**src/rtl/uart_hid_injector.sv**
```systemverilog
// uart_hid_injector
//   Receives framed HID reports over an 8N1 UART line and republishes them on
//   the report interface used by the HID consumers.
//   Frame: 0xA5, TYPE, PAYLOAD..., CHK. CHK is the XOR of TYPE and the payload.
//   TYPE 1 = keyboard (5 bytes), 2 = mouse (3 bytes), 3 = gamepad (2 bytes).
//
// Ports
//   clk, resetn        system clock, asynchronous active-low reset
//   uart_rx            serial input, asynchronous to clk, idles high
//   usb_type           type of the last accepted frame (0 = none)
//   usb_report         one-cycle strobe: new report on the outputs
//   key_*/mouse_*/game_* report fields; each group only changes when a frame
//                      of its own type is accepted
//   frame_err          one-cycle strobe: a frame was discarded
//
// Internal byte stream: byte_valid is a single-cycle strobe that qualifies
// rx_shift. There is no ready/back-pressure; the parser consumes every byte
// in the cycle it is offered.
module uart_hid_injector #(
    parameter int CLK_FREQ       = 12000000,
    parameter int BAUD           = 115200,
    parameter int CLKS_PER_BIT   = CLK_FREQ / BAUD,
    parameter int TIMEOUT_CYCLES = 120000
) (
    input  logic              clk,
    input  logic              resetn,
    input  logic              uart_rx,
    output logic [1:0]        usb_type,
    output logic              usb_report,
    output logic [7:0]        key_modifiers,
    output logic [7:0]        key1,
    output logic [7:0]        key2,
    output logic [7:0]        key3,
    output logic [7:0]        key4,
    output logic [7:0]        mouse_btn,
    output logic signed [7:0] mouse_dx,
    output logic signed [7:0] mouse_dy,
    output logic              game_l,
    output logic              game_r,
    output logic              game_u,
    output logic              game_d,
    output logic              game_a,
    output logic              game_b,
    output logic              game_x,
    output logic              game_y,
    output logic              game_sel,
    output logic              game_sta,
    output logic              frame_err
);

    localparam int BIT_W = $clog2(CLKS_PER_BIT + 1);
    localparam logic [BIT_W-1:0] FULL_LAST = BIT_W'(CLKS_PER_BIT - 1);
    localparam logic [BIT_W-1:0] HALF_LAST = BIT_W'(CLKS_PER_BIT / 2 - 1);
    localparam int TMO_W = $clog2(TIMEOUT_CYCLES + 1);
    localparam logic [TMO_W-1:0] TMO_LAST = TMO_W'(TIMEOUT_CYCLES - 1);

    // ---------------- input synchroniser + edge history ----------------
    logic rx_meta, rx_sync, rx_prev;

    always_ff @(posedge clk or negedge resetn) begin
        if (!resetn) begin
            rx_meta <= 1'b1;
            rx_sync <= 1'b1;
            rx_prev <= 1'b1;
        end else begin
            rx_meta <= uart_rx;
            rx_sync <= rx_meta;
            rx_prev <= rx_sync;
        end
    end

    // ---------------- UART receiver FSM ----------------
    typedef enum logic [1:0] {R_IDLE, R_START, R_DATA, R_STOP} rx_state_t;
    rx_state_t rx_state, rx_next;

    logic [BIT_W-1:0] bit_cnt;
    logic [2:0]       bit_idx;
    logic [7:0]       rx_shift;
    logic             half_done, full_done;
    logic             byte_valid, stop_err;

    assign half_done = (bit_cnt == HALF_LAST);
    assign full_done = (bit_cnt == FULL_LAST);

    always_ff @(posedge clk or negedge resetn) begin
        if (!resetn) rx_state <= R_IDLE;
        else         rx_state <= rx_next;
    end

    always_comb begin
        rx_next = rx_state;
        case (rx_state)
            // Edge rather than level: after a framing error the line may
            // still be low, and that must not look like a new start bit.
            R_IDLE:  if (rx_prev && !rx_sync) rx_next = R_START;
            R_START: if (half_done) rx_next = rx_sync ? R_IDLE : R_DATA;
            R_DATA:  if (full_done && bit_idx == 3'd7) rx_next = R_STOP;
            R_STOP:  if (full_done) rx_next = R_IDLE;
            default: rx_next = R_IDLE;
        endcase
    end

    always_comb begin
        byte_valid = (rx_state == R_STOP) && full_done &&  rx_sync;
        stop_err   = (rx_state == R_STOP) && full_done && !rx_sync;
    end

    always_ff @(posedge clk or negedge resetn) begin
        if (!resetn) begin
            bit_cnt  <= '0;
            bit_idx  <= '0;
            rx_shift <= '0;
        end else begin
            case (rx_state)
                R_START: begin
                    bit_cnt <= half_done ? '0 : bit_cnt + 1'b1;
                    bit_idx <= '0;
                end
                R_DATA: begin
                    bit_cnt <= full_done ? '0 : bit_cnt + 1'b1;
                    if (full_done) begin
                        rx_shift <= {rx_sync, rx_shift[7:1]};  // LSB first
                        bit_idx  <= bit_idx + 1'b1;
                    end
                end
                R_STOP:  bit_cnt <= full_done ? '0 : bit_cnt + 1'b1;
                default: bit_cnt <= '0;
            endcase
        end
    end

    // ---------------- frame parser FSM ----------------
    typedef enum logic [1:0] {IDLE, TYPE, PAYLOAD, CHECK} p_state_t;
    p_state_t p_state, p_next;

    logic [1:0]       ftype;
    logic [2:0]       pay_len, pay_idx;
    logic [7:0]       chk;
    logic [4:0][7:0]  shadow;
    logic [TMO_W-1:0] tmo_cnt;
    logic             type_ok, tmo_hit, chk_ok;
    logic             report_now, err_now;

    assign type_ok = (rx_shift == 8'd1) || (rx_shift == 8'd2) || (rx_shift == 8'd3);
    assign chk_ok  = (rx_shift == chk);
    // A byte arriving in the same cycle wins over an expiring timeout.
    assign tmo_hit = (p_state != IDLE) && !byte_valid && (tmo_cnt == TMO_LAST);

    always_ff @(posedge clk or negedge resetn) begin
        if (!resetn) p_state <= IDLE;
        else         p_state <= p_next;
    end

    always_comb begin
        p_next = p_state;
        if (stop_err || tmo_hit) begin
            p_next = IDLE;
        end else if (byte_valid) begin
            case (p_state)
                IDLE:    if (rx_shift == 8'hA5) p_next = TYPE;
                TYPE:    p_next = type_ok ? PAYLOAD : IDLE;
                PAYLOAD: if (pay_idx == pay_len - 3'd1) p_next = CHECK;
                CHECK:   p_next = IDLE;
                default: p_next = IDLE;
            endcase
        end
    end

    always_comb begin
        report_now = byte_valid && (p_state == CHECK) && chk_ok;
        err_now    = (stop_err && (p_state != IDLE))
                   || tmo_hit
                   || (byte_valid && (p_state == TYPE)  && !type_ok)
                   || (byte_valid && (p_state == CHECK) && !chk_ok);
    end

    always_ff @(posedge clk or negedge resetn) begin
        if (!resetn) begin
            ftype   <= '0;
            pay_len <= '0;
            pay_idx <= '0;
            chk     <= '0;
            shadow  <= '0;
            tmo_cnt <= '0;
        end else begin
            tmo_cnt <= (p_state == IDLE || byte_valid) ? '0 : tmo_cnt + 1'b1;
            if (byte_valid) begin
                case (p_state)
                    TYPE: if (type_ok) begin
                        ftype   <= rx_shift[1:0];
                        chk     <= rx_shift;
                        pay_idx <= '0;
                        case (rx_shift[1:0])
                            2'd1:    pay_len <= 3'd5;
                            2'd2:    pay_len <= 3'd3;
                            default: pay_len <= 3'd2;
                        endcase
                    end
                    PAYLOAD: begin
                        shadow[pay_idx] <= rx_shift;
                        chk             <= chk ^ rx_shift;
                        pay_idx         <= pay_idx + 1'b1;
                    end
                    default: ;
                endcase
            end
        end
    end

    // ---------------- report outputs ----------------
    always_ff @(posedge clk or negedge resetn) begin
        if (!resetn) begin
            usb_type      <= '0;
            usb_report    <= 1'b0;
            frame_err     <= 1'b0;
            key_modifiers <= '0;
            key1          <= '0;
            key2          <= '0;
            key3          <= '0;
            key4          <= '0;
            mouse_btn     <= '0;
            mouse_dx      <= '0;
            mouse_dy      <= '0;
            {game_l, game_r, game_u, game_d, game_a, game_b, game_x, game_y} <= '0;
            game_sel      <= 1'b0;
            game_sta      <= 1'b0;
        end else begin
            usb_report <= report_now;
            frame_err  <= err_now;
            if (report_now) begin
                usb_type <= ftype;
                case (ftype)
                    2'd1: begin
                        key_modifiers <= shadow[0];
                        key1          <= shadow[1];
                        key2          <= shadow[2];
                        key3          <= shadow[3];
                        key4          <= shadow[4];
                    end
                    2'd2: begin
                        mouse_btn <= shadow[0];
                        mouse_dx  <= $signed(shadow[1]);
                        mouse_dy  <= $signed(shadow[2]);
                    end
                    2'd3: begin
                        {game_l, game_r, game_u, game_d, game_a, game_b, game_x, game_y} <= shadow[0];
                        game_sel <= shadow[1][1];
                        game_sta <= shadow[1][0];
                    end
                    default: ;
                endcase
            end
        end
    end

endmodule

```
**config.mk**
```make
export PLATFORM = sky130hd
export DESIGN_NAME = uart_hid_injector
export DESIGN_NICKNAME = d
export VERILOG_FILES = /design/src/rtl/uart_hid_injector.sv
export SDC_FILE = /design/constraint.sdc
export NUM_CORES = 1
export LEC_CHECK = 0
export ABC_CLOCK_PERIOD_IN_PS = 2600
export BUFFER_PORTS_ARGS = -buffer_cell sky130_fd_sc_hd__buf_2
export CELL_PAD_IN_SITES_DETAIL_PLACEMENT = 1
export CELL_PAD_IN_SITES_GLOBAL_PLACEMENT = 2
export CORE_UTILIZATION = 41
export DETAILED_ROUTE_END_ITERATION = 7
export PLACE_DENSITY_LB_ADDON = 0.1
export SETUP_SLACK_MARGIN = 0.05
export SLEW_MARGIN = 25
export SYNTH_ARGS = -nofsm -noshare
export SYNTH_HDL_FRONTEND = slang
export SYNTH_SLANG_ARGS = --single-unit
export TNS_END_PERCENT = 100
```
**constraint.sdc**
```tcl
create_clock -name clk -period 2.6 [get_ports clk]
set_clock_uncertainty 0.2 [all_clocks]
set_input_delay 0.78 -clock clk [delete_from_list [all_inputs] [get_ports clk]]
set_output_delay 0.78 -clock clk [all_outputs]
set_load 0.01 [all_outputs]
```
==> results of run 1 <==
-- state kept, by name, indices dropped and copies added (netlist names), 3 cells and up, named ones only --
register	cells
key2	8
pay_len	3
pay_idx	3
bit_cnt	7
key4	8
tmo_cnt	17
shadow	40
rx_shift	8
key3	8
chk	8
key_modifiers	8
mouse_dy	8
key1	8
mouse_dx	8
mouse_btn	8
bit_idx	3
-- layer usage --
metal | track usage | vias to the layer above | part of all wire
met2 | 0.3184 | 111 | 0.47
li1 | - | 2321 | -
met1 | 0.2885 | 2686 | 0.49
met5 | 0 | - | 0
met4 | 0.06465 | 0 | 0.013
met3 | 0.03453 | 18 | 0.031
-- cell usage after synthesis, types with 7 or more instances --
library cell	n	area share
nand4_1	13	0.010
a211oi_1	10	0.0095
nor4_1	7	0.0056
mux2_4	20	0.038
inv_1	11	0.0052
nor2_1	26	0.012
dfrtp_1	173	0.55
a21oi_1	14	0.0089
ha_1	10	0.016
clkbuf_1	19	0.0091
mux2i_1	11	0.014
mux2_2	106	0.15
nand2_1	14	0.0067
xor2_1	23	0.026
nand3_1	13	0.0083
-- placed cells by master, fill, tap and decap left out, types with 13 or more instances in the layout --
cell and count:
nor2_1 26, clkbuf_16 17, buf_2 79, mux2_2 106, dfrtp_1 173, nand2_1 14
a21oi_1 14, nand3_1 13, nand4_1 13, mux2_4 20, xor2_1 23, buf_4 34
-- area by class of cell --
| cell class | instances | area share |
|---|---|---|
| sequential | 176 | 0.4729 |
| multi-input combinational | 361 | 0.3470 |
| timing repair buffer | 119 | 0.08176 |
| clock buffer | 22 | 0.05088 |
| tap | 234 | 0.03141 |
| clock inverter | 7 | 0.01114 |
| inverter | 12 | 0.004833 |
-- kinds of logic (layout without fill, tap and decap cells) --
logic type	Yosys count	in the layout	synth area share
compound gates	60	60	0.05457
xor+xnor	29	29	0.03229
fa+ha+maj	10	10	0.01591
buf+inv	45	160	0.02832
flops	176	176	0.5605
mux	137	137	0.2039
simple gates	125	125	0.1045
-- power by group --
part           switching (uW)  internal (uW)
clock network            1070           1490
logic                     154           85.8
registers                45.9           2780
-- worst max-delay path by stage --
stage                 end  cells after the start
6_report       shadow[19]                      6
5_1_grt        shadow[21]                      6
4_1_cts        shadow[19]                      6
3_5_place_dp   shadow[20]                      6
3_3_place_gp   shadow[19]                      6
2_1_floorplan    ftype[1]                      7
-- stage by stage --
step                power [uW]  utilization  instances
global placement          3107       0.4658        902
global route              5820       0.4966        931
floorplan                 2985            -        582
detailed placement        3116       0.4658        902
finish                    5620       0.4966        931
CTS                       5697       0.4966        931
==> impl_metrics.env, run 1 <==
export IMPL_worst_pin_slew_ns=0.5293
export IMPL_place_area_mm2=0.008742
export IMPL_cts_tree="done"
export IMPL_r2r_start="bit_cnt[0]"
export IMPL_clk_pin_slew_ns=0.07
export IMPL_cts_path_max_buffers=2
export IMPL_ff2ff_path_depth=6
export IMPL_firstDrtPassIters=5
export IMPL_numCtsBuffers=17
export IMPL_cts_sinks=176
export IMPL_vias=5136
export IMPL_cp_top_family="simple AND/OR/NAND/NOR gates"
export IMPL_crit_start="bit_cnt[0]"
export IMPL_crit_path_start_kind="flip-flop"
export IMPL_drc=0
export IMPL_die_h_um=140.5
export IMPL_synthCells=582
export IMPL_start_util=0.4191
export IMPL_via_per_inst=5.517
export IMPL_finalWorstPathRequiredPeriod_ns=2.386
export IMPL_seqCellArea_mm2=0.004408
export IMPL_grt_pass1_wl_um=30860
export IMPL_numPortBuffers=80
export IMPL_syn_area_per_cell_um2=13.51
export IMPL_grt_max_degree=51
export IMPL_rsz0062_at_grt="false"
export IMPL_layout_drive_gt1_share=0.4204
export IMPL_cp_max_fo=8
export IMPL_yosysSeqAreaShare=0.5605
export IMPL_routed_wl_um=18730
export IMPL_outcome="complete, no violations"
export IMPL_drv_slew=0
export IMPL_crit_type="flip-flop to flip-flop"
export IMPL_syn_num_nets=595
export IMPL_path_cells="ha_1 -> nand2b_1 -> nor3_4 -> buf_4 -> nand4b_2 -> mux2_2"
export IMPL_coreArea_mm2=0.01877
export IMPL_post_route_period_util=0.9177
export IMPL_hold_slack_ns=0.1072
export IMPL_ys_async_sr_fraction=1.000
export IMPL_cp_slowest_cell="nor3_4"
export IMPL_gr_total_overflow=0
export IMPL_end_kind="flip-flop"
export IMPL_die_w_um=140.5
export IMPL_design_area_mm2=0.009320
export IMPL_ys_types=61
export IMPL_cts_hold_buf=0
export IMPL_nNetsFinal=700
export IMPL_track_usage=0.2034
export IMPL_max_freq_ghz=0.4191
export IMPL_critPathRequiredTime_ns=2.71
export IMPL_antenna_found_initial=0
export IMPL_cts_resized=0
export IMPL_cts_setup_buffers=0
export IMPL_cap_violations=0
export IMPL_critPathBufInv=1
export IMPL_die_area_mm2=0.01974
export IMPL_insertedDiodeCount=0
export IMPL_rrSetupSlack_ns=0.21
export IMPL_io_pins=81
export IMPL_cpPeakStageDelay_ns=0.39
export IMPL_wl_per_cell_um=20.11
export IMPL_hold_viol=0
export IMPL_ys_flop_type="dfrtp_1"
export IMPL_max_slew_margin=0.6471
export IMPL_fin_setup_tns_ns=0
export IMPL_first_iter_violations=275
export IMPL_syn_cell_area_mm2=0.007865
export IMPL_grt_pass1_vias=5427
export IMPL_arrival_ns=2.49
export IMPL_finalSetupViolCount=0
export IMPL_dp_hpwl_um=12720
export IMPL_area_delta_synth_final_pct=18.50
export IMPL_rows=50
export IMPL_cts_htree_levels=4
export IMPL_clockRootBuffer="clkbuf_16"
export IMPL_clock_latency_ns=0.42
export IMPL_synth_edff_count=0
export IMPL_layout_setup_ws_ns=0.2141
export IMPL_vdd_ir_drop_max_mv=0.4820
export IMPL_yosysWarnings=0
export IMPL_ys_ff_latch=176
export IMPL_multi_input_area_mm2=0.003234
export IMPL_worstHoldPathType="primary input to async pin"
export IMPL_p_leak_uw=0.004824
export IMPL_gp_congestion=0.8014
export IMPL_antenna_left=0
export IMPL_p_per_area_mw_per_mm2=603.0
export IMPL_pre_cts_ws_ns=0.1748
export IMPL_worst_r2r_endpoint="shadow[19]"
export IMPL_fillers=1952
Note: power is estimated with default switching activity, not from simulation.
==> run 2: changes to the inputs <==
--- a/config.mk
+++ b/config.mk
@@ -12,6 +12,7 @@
 export CORE_UTILIZATION = 41
 export DETAILED_ROUTE_END_ITERATION = 7
 export PLACE_DENSITY_LB_ADDON = 0.1
+export REMOVE_ABC_BUFFERS = 1
 export SETUP_SLACK_MARGIN = 0.05
 export SLEW_MARGIN = 25
 export SYNTH_ARGS = -nofsm -noshare
==> impl_metrics.env, run 2 (same netlist as run 1, synthesis figures left out) <==
export IMPL_clk_pin_slew_ns=0.07
export IMPL_layout_commonest_cell="dfrtp_1"
export IMPL_clock_latency_ns=0.42
export IMPL_finalSetupViolCount=0
export IMPL_first_iter_violations=250
export IMPL_cp_slowest_cell="and4_1"
export IMPL_critPathRequiredTime_ns=2.70
export IMPL_ff2ff_path_depth=5
export IMPL_die_area_mm2=0.01974
export IMPL_die_h_um=140.5
export IMPL_top_register="shadow"
export IMPL_worst_pin_slew_ns=0.4751
export IMPL_path_cells="ha_1 -> nand2b_1 -> nor3_4 -> and4_1 -> mux2_2"
export IMPL_post_route_period_util=0.9240
export IMPL_wl_per_cell_um=20.17
export IMPL_fillers=1920
export IMPL_p_per_area_mw_per_mm2=612.9
export IMPL_cts_path_max_buffers=2
export IMPL_arrival_ns=2.50
export IMPL_largest_register_ffs=40
export IMPL_rrSetupSlack_ns=0.20
export IMPL_seqCellArea_mm2=0.004408
export IMPL_vias=4986
export IMPL_drc=0
export IMPL_hold_viol=0
export IMPL_rows=50
export IMPL_finalWorstPathRequiredPeriod_ns=2.402
export IMPL_p_leak_uw=0.004817
export IMPL_area_delta_synth_final_pct=18.06
export IMPL_reg_top3="shadow: 40 flops, tmo_cnt: 17 flops"
export IMPL_cts_resized=0
export IMPL_final_cell_mix="173 x dfrtp_1, 106 x mux2_2, 79 x buf_2, 26 x nor2_1, 25 x buf_4"
export IMPL_cts_hold_buf=0
export IMPL_multi_input_area_mm2=0.003243
export IMPL_track_usage=0.2030
export IMPL_antenna_found_initial=0
export IMPL_max_slew_margin=0.6803
export IMPL_firstDrtPassIters=4
export IMPL_grt_max_degree=51
export IMPL_nNetsFinal=691
export IMPL_start_util=0.4191
export IMPL_rsz0062_at_grt="false"
export IMPL_via_per_inst=5.396
export IMPL_insertedDiodeCount=0
export IMPL_fin_util=0.4947
export IMPL_cap_violations=0
export IMPL_layout_drive_gt1_share=0.4145
export IMPL_numCtsBuffers=17
export IMPL_crit_type="flip-flop to flip-flop"
export IMPL_outcome="complete, no violations"
export IMPL_cts_htree_levels=4
export IMPL_worst_r2r_endpoint="shadow[31]"
export IMPL_cts_setup_buffers=0
export IMPL_drv_slew=0
export IMPL_crit_path_start_kind="flip-flop"
export IMPL_power_uw=5691
export IMPL_antenna_left=0
export IMPL_vdd_ir_drop_max_mv=0.4082
export IMPL_worstHoldPathType="primary input to async pin"
export IMPL_cts_tree="done"
export IMPL_dp_hpwl_um=12700
export IMPL_max_freq_ghz=0.4163
export IMPL_die_w_um=140.5
export IMPL_grt_pass1_vias=5469
export IMPL_gr_total_overflow=0
export IMPL_end_kind="flip-flop"
export IMPL_gp_congestion=0.7741
export IMPL_r2r_start="bit_cnt[0]"
export IMPL_cpPeakStageDelay_ns=0.50
export IMPL_routed_wl_um=18640
export IMPL_cp_max_fo=8
export IMPL_io_pins=81
export IMPL_clockRootBuffer="clkbuf_16"
export IMPL_cts_sinks=176
export IMPL_numPortBuffers=80
export IMPL_fin_setup_tns_ns=0
export IMPL_coreArea_mm2=0.01877
export IMPL_grt_pass1_wl_um=30750
export IMPL_pre_cts_ws_ns=0.2168
export IMPL_layout_setup_ws_ns=0.1976
## run 2: layout make-up
class                      count  share of cell area
sequential                   176              0.4747
multi-input combinational    361              0.3493
timing repair buffer         110             0.07479
inverter                      12            0.004851
clock buffer                  20             0.04811
tap                          234             0.03153
clock inverter                11             0.01671
## run 2: worst max-delay path by stage
| stage | cells after the start | startpoint | to | slack, ns |
|---|---|---|---|---|
| 5_1_grt | 5 | bit_cnt[0] | shadow[31] | 0.06 |
| 3_3_place_gp | 5 | bit_cnt[0] | shadow[24] | 0.29 |
| 2_1_floorplan | 4 | rx_shift[5] | key1[0] | 0.14 |
| 3_5_place_dp | 5 | bit_cnt[0] | shadow[26] | 0.22 |
| 6_report | 5 | bit_cnt[0] | shadow[31] | 0.20 |
| 4_1_cts | 5 | bit_cnt[0] | shadow[31] | 0.20 |
## run 2: critical path: cells and delay by family, from the launching register on
family / cells / cell delay [ns]
fa+ha+maj: 1 / 0.23
simple gates: 3 / 1.08
flops: 1 / 0.38
mux: 1 / 0.39
## run 2: where the power goes
group	internal, uW	switching [uW]
registers	2770	46.1
logic	84.8	148
clock network	1550	1090
total	4410	1280
## run 2: routing by layer
| metal | GRT usage | vias up | wire length, um |
|---|---|---|---|
| met5 | 0 | - | 0 |
| met4 | 0.04119 | 0 | 158 |
| met3 | 0.04479 | 11 | 601 |
| met2 | 0.3311 | 79 | 8988 |
| met1 | 0.2792 | 2596 | 8892 |
| li1 | - | 2300 | - |
## run 2: metrics by stage
| stage | instances | hold WS (ns) | instance area, um2 |
|---|---|---|---|
| 6_report | 924 | 0.06741 | 9285 |
| 4_1_cts | 924 | 0.06709 | 9276 |
| 3_3_place_gp | 893 | 0.1635 | 8675 |
| 2_1_floorplan | 549 | 0.1452 | 7687 |
| 5_1_grt | 924 | 0.07018 | 9285 |
| 3_5_place_dp | 893 | 0.1597 | 8675 |
